[config.mk]
export PLATFORM = sky130hd
export DESIGN_NAME = mem_arbiter
export DESIGN_NICKNAME = d
export VERILOG_FILES = /design/src/rtl/mem_arb_pkg.sv /design/src/rtl/arb_rr_sel.sv /design/src/rtl/mem_arbiter.sv
export SDC_FILE = /design/constraint.sdc
export NUM_CORES = 1
export LEC_CHECK = 0
export CAP_MARGIN = 20
export CORE_MARGIN = 2
export CORE_UTILIZATION = 30
export CTS_BUF_LIST = sky130_fd_sc_hd__clkbuf_8
export DETAILED_ROUTE_END_ITERATION = 7
export PLACE_DENSITY_LB_ADDON = 0.1
export SLEW_MARGIN = 10
export SYNTH_ARGS = -nofsm -noshare
export SYNTH_HDL_FRONTEND = slang
export SYNTH_HIERARCHICAL = 1
export SYNTH_SLANG_ARGS = --single-unit
[constraint.sdc]
create_clock -name clk -period 2.02 [get_ports clk]
set_input_delay 0.404 -clock clk [delete_from_list [all_inputs] [get_ports clk]]
set_output_delay 0.404 -clock clk [all_outputs]
set_load 0.02 [all_outputs]
[src/rtl/mem_arb_pkg.sv]
// mem_arb_pkg: shared FSM encoding, port indices and strobe-counter sizing
// for the two-port memory arbiter (mem_arbiter / arb_rr_sel).
package mem_arb_pkg;

  // FSM state encoding
  localparam logic [1:0] ST_IDLE  = 2'd0;
  localparam logic [1:0] ST_ISSUE = 2'd1;
  localparam logic [1:0] ST_WAIT  = 2'd2;
  localparam logic [1:0] ST_DONE  = 2'd3;

  // Port indices: instruction fetch and load/store
  localparam logic PORT_IF = 1'b0;
  localparam logic PORT_LS = 1'b1;

  // Strobe counter width; MEM_LAT is limited to 1..15
  localparam int CNT_W = 4;
  localparam logic [CNT_W-1:0] CNT_ZERO = 4'd0;
  localparam logic [CNT_W-1:0] CNT_ONE  = 4'd1;

  // Strobe cycles remaining after the ISSUE cycle
  function automatic logic [CNT_W-1:0] latInit(input int lat);
    int t;
    t = lat - 1;
    return t[CNT_W-1:0];
  endfunction

endpackage

[src/rtl/arb_rr_sel.sv]
// arb_rr_sel: turns the last-granted pointer and the two requests into a
// one-hot grant (bit 0 = port 0, bit 1 = port 1).
// Build option: MEM_ARB_FIXED_PRIO_EN -> port 1 always wins a tie and the
// pointer input is removed.
module arb_rr_sel
  import mem_arb_pkg::*;
(
`ifndef MEM_ARB_FIXED_PRIO_EN
  input  logic       lastGrant,
`endif
  input  logic       req0,
  input  logic       req1,
  output logic [1:0] grant
);

  // Select the winner; on a tie the port not granted last wins
  always_comb begin
    grant = 2'b00;
    if (req0 && req1) begin
`ifdef MEM_ARB_FIXED_PRIO_EN
      grant = 2'b10;
`else
      grant = (lastGrant == PORT_LS) ? 2'b01 : 2'b10;
`endif
    end else if (req0) begin
      grant = 2'b01;
    end else if (req1) begin
      grant = 2'b10;
    end else begin
      grant = 2'b00;
    end
  end

endmodule

[src/rtl/mem_arbiter.sv]
// mem_arbiter: two-port (fetch / load-store) arbiter in front of a single
// memory with MEM_LAT strobe cycles per access. FSM IDLE->ISSUE->WAIT->DONE.
// Build option: MEM_ARB_FIXED_PRIO_EN selects fixed priority (port 1 wins).
module mem_arbiter
  import mem_arb_pkg::*;
#(
  parameter int AW      = 32,
  parameter int DW      = 32,
  parameter int MEM_LAT = 1
) (
  input  logic          clk,
  input  logic          rst_n,
  input  logic          req0,
  input  logic          req1,
  input  logic          we0,
  input  logic          we1,
  input  logic [AW-1:0] addr0,
  input  logic [AW-1:0] addr1,
  input  logic [DW-1:0] wdata0,
  input  logic [DW-1:0] wdata1,
  output logic          ack0,
  output logic          ack1,
  output logic [DW-1:0] rdata0,
  output logic [DW-1:0] rdata1,
  output logic [AW-1:0] mem_address,
  output logic          mem_read,
  output logic          mem_write,
  output logic [DW-1:0] mem_wdata,
  input  logic [DW-1:0] mem_rdata
);

  logic [1:0]       state_r;
  logic [1:0]       nextState_s;
  logic [CNT_W-1:0] cnt_r;
  logic             port_r;
  logic             we_r;
  logic [1:0]       grant_s;
  logic             selPort_s;
  logic             selWe_s;
  logic [AW-1:0]    selAddr_s;
  logic [DW-1:0]    selWdata_s;
  logic             nextWe_s;
  logic             strobeNext_s;
  logic             lastStrobe_s;

`ifndef MEM_ARB_FIXED_PRIO_EN
  logic             lastGrant_r;
`endif

  arb_rr_sel uSel (
`ifndef MEM_ARB_FIXED_PRIO_EN
    .lastGrant (lastGrant_r),
`endif
    .req0      (req0),
    .req1      (req1),
    .grant     (grant_s)
  );

  // Steer the granted port's request fields and derive strobe timing
  always_comb begin
    selPort_s    = grant_s[1];
    selWe_s      = selPort_s ? we1 : we0;
    selAddr_s    = selPort_s ? addr1 : addr0;
    selWdata_s   = selPort_s ? wdata1 : wdata0;
    nextWe_s     = (state_r == ST_IDLE) ? selWe_s : we_r;
    strobeNext_s = (nextState_s == ST_ISSUE) || (nextState_s == ST_WAIT);
    lastStrobe_s = ((state_r == ST_ISSUE) || (state_r == ST_WAIT)) && (cnt_r == CNT_ZERO);
  end

  // Next-state logic: ISSUE plus MEM_LAT-1 WAIT cycles, then one DONE cycle
  always_comb begin
    nextState_s = state_r;
    case (state_r)
      ST_IDLE: begin
        if (grant_s != 2'b00) nextState_s = ST_ISSUE;
        else                  nextState_s = ST_IDLE;
      end
      ST_ISSUE, ST_WAIT: begin
        if (cnt_r == CNT_ZERO) nextState_s = ST_DONE;
        else                   nextState_s = ST_WAIT;
      end
      ST_DONE: nextState_s = ST_IDLE;
      default: nextState_s = ST_IDLE;
    endcase
  end

  // State, latched request, strobe counter and last-granted pointer
  always_ff @(posedge clk) begin
    if (!rst_n) begin
      state_r     <= ST_IDLE;
      cnt_r       <= CNT_ZERO;
      port_r      <= PORT_IF;
      we_r        <= 1'b0;
      mem_address <= {AW{1'b0}};
      mem_wdata   <= {DW{1'b0}};
`ifndef MEM_ARB_FIXED_PRIO_EN
      lastGrant_r <= PORT_LS;
`endif
    end else begin
      state_r <= nextState_s;
      case (state_r)
        ST_IDLE: begin
          if (grant_s != 2'b00) begin
            port_r      <= selPort_s;
            we_r        <= selWe_s;
            mem_address <= selAddr_s;
            mem_wdata   <= selWdata_s;
            cnt_r       <= latInit(MEM_LAT);
          end
        end
        ST_ISSUE, ST_WAIT: begin
          if (cnt_r != CNT_ZERO) cnt_r <= cnt_r - CNT_ONE;
        end
        ST_DONE: begin
`ifndef MEM_ARB_FIXED_PRIO_EN
          lastGrant_r <= port_r;
`endif
        end
        default: begin
          cnt_r <= CNT_ZERO;
        end
      endcase
    end
  end

  // Registered strobes, acks and per-port read data
  always_ff @(posedge clk) begin
    if (!rst_n) begin
      mem_read  <= 1'b0;
      mem_write <= 1'b0;
      ack0      <= 1'b0;
      ack1      <= 1'b0;
      rdata0    <= {DW{1'b0}};
      rdata1    <= {DW{1'b0}};
    end else begin
      mem_read  <= strobeNext_s && !nextWe_s;
      mem_write <= strobeNext_s && nextWe_s;
      ack0      <= (nextState_s == ST_DONE) && (port_r == PORT_IF);
      ack1      <= (nextState_s == ST_DONE) && (port_r == PORT_LS);
      if (lastStrobe_s && !we_r) begin
        if (port_r == PORT_LS) rdata1 <= mem_rdata;
        else                   rdata0 <= mem_rdata;
      end
    end
  end

endmodule

==> impl.org <==
** CTS
- H-tree levels :: 4
- Number of sinks on the clock net :: 141
- The tree is rooted in a clkbuf_8.
- CTS Buf Count :: 17
- Insertion delay of the later-clocked pin in the worst-skew pair :: 0.45 ns
- The longest clock path from root to sink contains 2 buffers.
- Clock slew at reported path FFs :: 0.07 ns
- TritonCTS clock tree :: built

** Final layout
- Register cell area after layout :: between 2000 and 3000 µm²
- Post-route cell area :: 9890 µm²
- At the end of the flow the core is filled with cells to 50.5%.
- 0 antenna diodes ended up in the layout.
- Counting the fill cells in the layout gives around 1800.
- Summing all multi-input logic gate instances after layout gives 2970 µm².
- Of the cells placed in the final design, the portion with a size suffix greater than 1 is 7.28%.
- Final Instance Count excl. Fillers :: 1172
- Total Nets Final :: 1067
- Relative to the synthesized area, the layout overhead comes to 63.6%.

** Die
- The initialized floorplan defines between 50 and 60 standard-cell rows.
- After floorplanning, the core was sized to cover 19600 µm².
- Vert. Die Dim :: 146 µm
- The die covers 21300 µm².
- Initial Utilization :: about 31%
- Number of placed I/O pins :: a little under 300
- The floorplan step set the die width to 146 µm.

** Critical path
- For flop-to-flop paths, the worst setup slack is about 0.18 ns.
- Measured in cells, the most critical reg-to-reg path has a length of 6.
- Worst Setup End Kind :: flop
- Critical path data required time :: 2.35 ns
- The endpoint identified for the worst register-to-register timing path is mem_read.
- Crit path kind :: flop to flop
- Arrival time at the worst endpoint :: 2.17 ns
- Sort of element at the start of the critical path :: flop
- Worst R2R Start :: state_r[0]
- Peak fanout along the critical path :: 6

** Pwr
- Net switching power of the design :: between 4000 and 5000 µW
- The share of total power dissipated in the clock network is 20.1%.
- Dividing total power by cell area gives a power density of roughly 1200 nW/µm².
- Leakage power of the design :: 0.00451 µW
- Sw Ratio :: 35.4%
- Combinational fraction of design power :: 46.2%
- Internal power contribution :: 7570 µW
- VDD sags by at most ~460 µV.
- Proportion of power drawn by flip-flops and latches :: roughly 34%

** Drt
- Drt pass-1 iters :: 4
- In the routed design, unresolved DRC markers number 0.
- Total wire length :: approximately 17000 µm
- The routed layout has 5232 vias.
- DR WL/cell :: 14.6 µm
- Ratio of routed vias to standard cells :: 4.46
- Initial drt markers :: 139
- Final ANT Viol Nets :: 0

** Logic synthesis
- After technology mapping, the gate count stands at ~600.
- Synth Cell Area :: just over 6000 µm²
- Post-synthesis net count :: 774
- Top-area cell type share of the netlist area :: 46.7%
- Synthesis inferred 141 register bits.
- Sequential cells were found to cover around 47% of the synthesized design area.
- The biggest area contributor in the post-synthesis netlist is dfxtp_1.
- Synthesis warning total :: 6
- Leading post-synthesis cells by cell area :: dfxtp_1 47%, mux2i_1 22%, o211a_1 11%
- Counting distinct cell types in the post-synthesis netlist gives 33.
- Averaged over all synthesized cells, the footprint is 10.1 µm².

** Timing
- The worst path uses approximately nine tenths of the clock period.
- Time the worst path needs with I/O delays and setup :: 1.84 ns
- Setup repair after global routing left no endpoint under its margin.
- Worst hold-check slack :: between 0.3 and 0.4 ns
- Fmax :: 544 MHz
- PnR worst setup slack :: around 0.18 ns
- Final count of pins violating max slew :: 0
- Final setup violation count :: 0
- Measured against its own limit, the worst slew margin works out to 74.0%.
- At the pin with the least slew margin, the transition time is 0.387 ns.
- Across the routed clock network, the largest skew measured is 0.0136 ns.
- The total count of hold-check failures in the final report was 0.

** Hold path
- Hold Path Class :: primary input to flop
- Cell depth of the worst hold path :: 2
- Startpoint of the tightest hold check path :: rst_n
- The path with the worst hold slack has its endpoint at we_r.

** Job
- Maximum capacitance violations :: 0

** Placed design
- Detailed Place HPWL :: 13000 µm
- Before CTS, the worst setup slack after placement is -0.0963 ns.
- The number of placed instances, taps included, is 1138.
- Placer Congestion :: around 0.77
- Number of port buffers :: 297
- Placement-stage cell area :: about 9400 µm²

** GRT
- Summed over all layers, the global routing overflow is 0.
- Entering global routing, the biggest net connects 57 pins.
- The number of global-route vias before repair is between 5000 and 6000.
- Global routing consumed, over all layers together, 16.2% of the routing resources.
- Initial antenna violation count :: 0
- First-pass GRT wire length :: 27500 µm

** Run status
- The flow ran to the end, and the final reports show no timing, DRC or antenna violations.
-- flip-flops by register name, indices dropped and copies added (netlist names) --
register / count
state_r: 2
lastGrant_r: 1
we_r: 1
mem_wdata: 32
mem_address: 32
ack1: 1
port_r: 1
mem_write: 1
rdata1: 32
cnt_r: 4
ack0: 1
mem_read: 1
rdata0: 32
-- synth_stat cells --
cell type / number
nand4bb_1: 1
a2111o_1: 1
o211a_1: 65
nor2b_1: 1
mux2i_1: 131
dfxtp_1: 141
nand3_2: 1
o21ai_0: 2
o22ai_1: 2
a211oi_1: 1
o21a_1: 1
buf_1: 1
nand3b_1: 2
and2_1: 2
nand2b_1: 1
clkbuf_1: 22
buf_2: 16
a21boi_1: 1
a221oi_1: 2
inv_1: 8
or3_1: 1
o32ai_1: 1
nor3_4: 1
nand2_1: 170
nor2_1: 3
nor4bb_4: 1
ha_1: 7
mux2_2: 1
buf_4: 4
and3_1: 2
buf_6: 6
a22oi_1: 1
a21boi_0: 1
-- layout by cell type, fill, tap and decap left out, types with 3 or more instances in the layout --
cell,n
mux2i_1,131
nand2_1,170
buf_4,15
ha_1,6
clkdlybuf4s50_1,296
buf_12,11
clkinv_2,3
nor2_1,3
dfxtp_1,141
bufinv_16,3
inv_1,9
o211a_1,65
clkinv_4,4
clkbuf_8,18
-- layout make-up --
type	instances	area share, %
Timing Repair Buffer	323	33.6
Sequential cell	141	28.5
Tap cell	265	3.35
Clock buffer	18	2.51
Inverter	8	0.304
Multi-Input combinational cell	403	30.0
Clock inverter	14	1.71
-- logic make-up (layout without fill, tap and decap cells) --
group / Yosys count / count (layout) / synth area share (%)
AND/OR/NAND/NOR: 186 / 186 / 12.7
AO/OA/AOI/OAI: 78 / 78 / 12.4
multiplexers: 132 / 132 / 21.9
buffers and inverters: 57 / 363 / 4.86
flip-flops: 141 / 141 / 46.7
adder cells (fa/ha/maj): 7 / 7 / 1.45
-- power groups by stage --
stage	clock, µW	combinational (µW)	sequential [µW]
2_1_floorplan	0	2100	4800
5_1_grt	2600	5810	4050
3_3_place_gp	0	5180	3980
6_report	2360	5410	3950
4_1_cts	2460	5270	3950
3_5_place_dp	0	5250	4010
-- worst max-delay path by stage --
stage / startpoint / endpoint / slack, ns
after floorplan: state_r[0] / cnt_r[3] / 0.34
after global placement: req0 / cnt_r[3] / -0.06
after detailed placement: req0 / cnt_r[3] / -0.1
after CTS: state_r[0] / mem_read / 0.05
after global routing: state_r[0] / mem_read / 0.04
final: state_r[0] / mem_read / 0.18
-- critical path, stage by stage (launching register included) --
cell and delay [ns]:
dfxtp_1 0.37, inv_1 0.08, ha_2 0.41, nand4bb_4 0.16
o21ai_0 0.28, ha_1 0.29, and3_1 0.14
-- repair_timing --
action                     CTS  global route
gates resized for setup      0             2
hold buffers                 0             0
buffers inserted             0             1
setup endpoints to repair    0            26
-- routing by layer --
layer	share of wire, %	track usage (%)
met5	0	0
met4	1.1	4.61
met3	9.4	7.52
met2	50	28.1
met1	40	17.7
-- stage by stage --
stage | setup TNS, ns | power [µW]
global placement | -0.348 | 9160
global route | 0 | 12500
floorplan | 0 | 6890
finish | 0 | 11700
detailed placement | -2.20 | 9260
CTS | 0 | 11700
No activity file was read; power rests on OpenSTA's default activity.
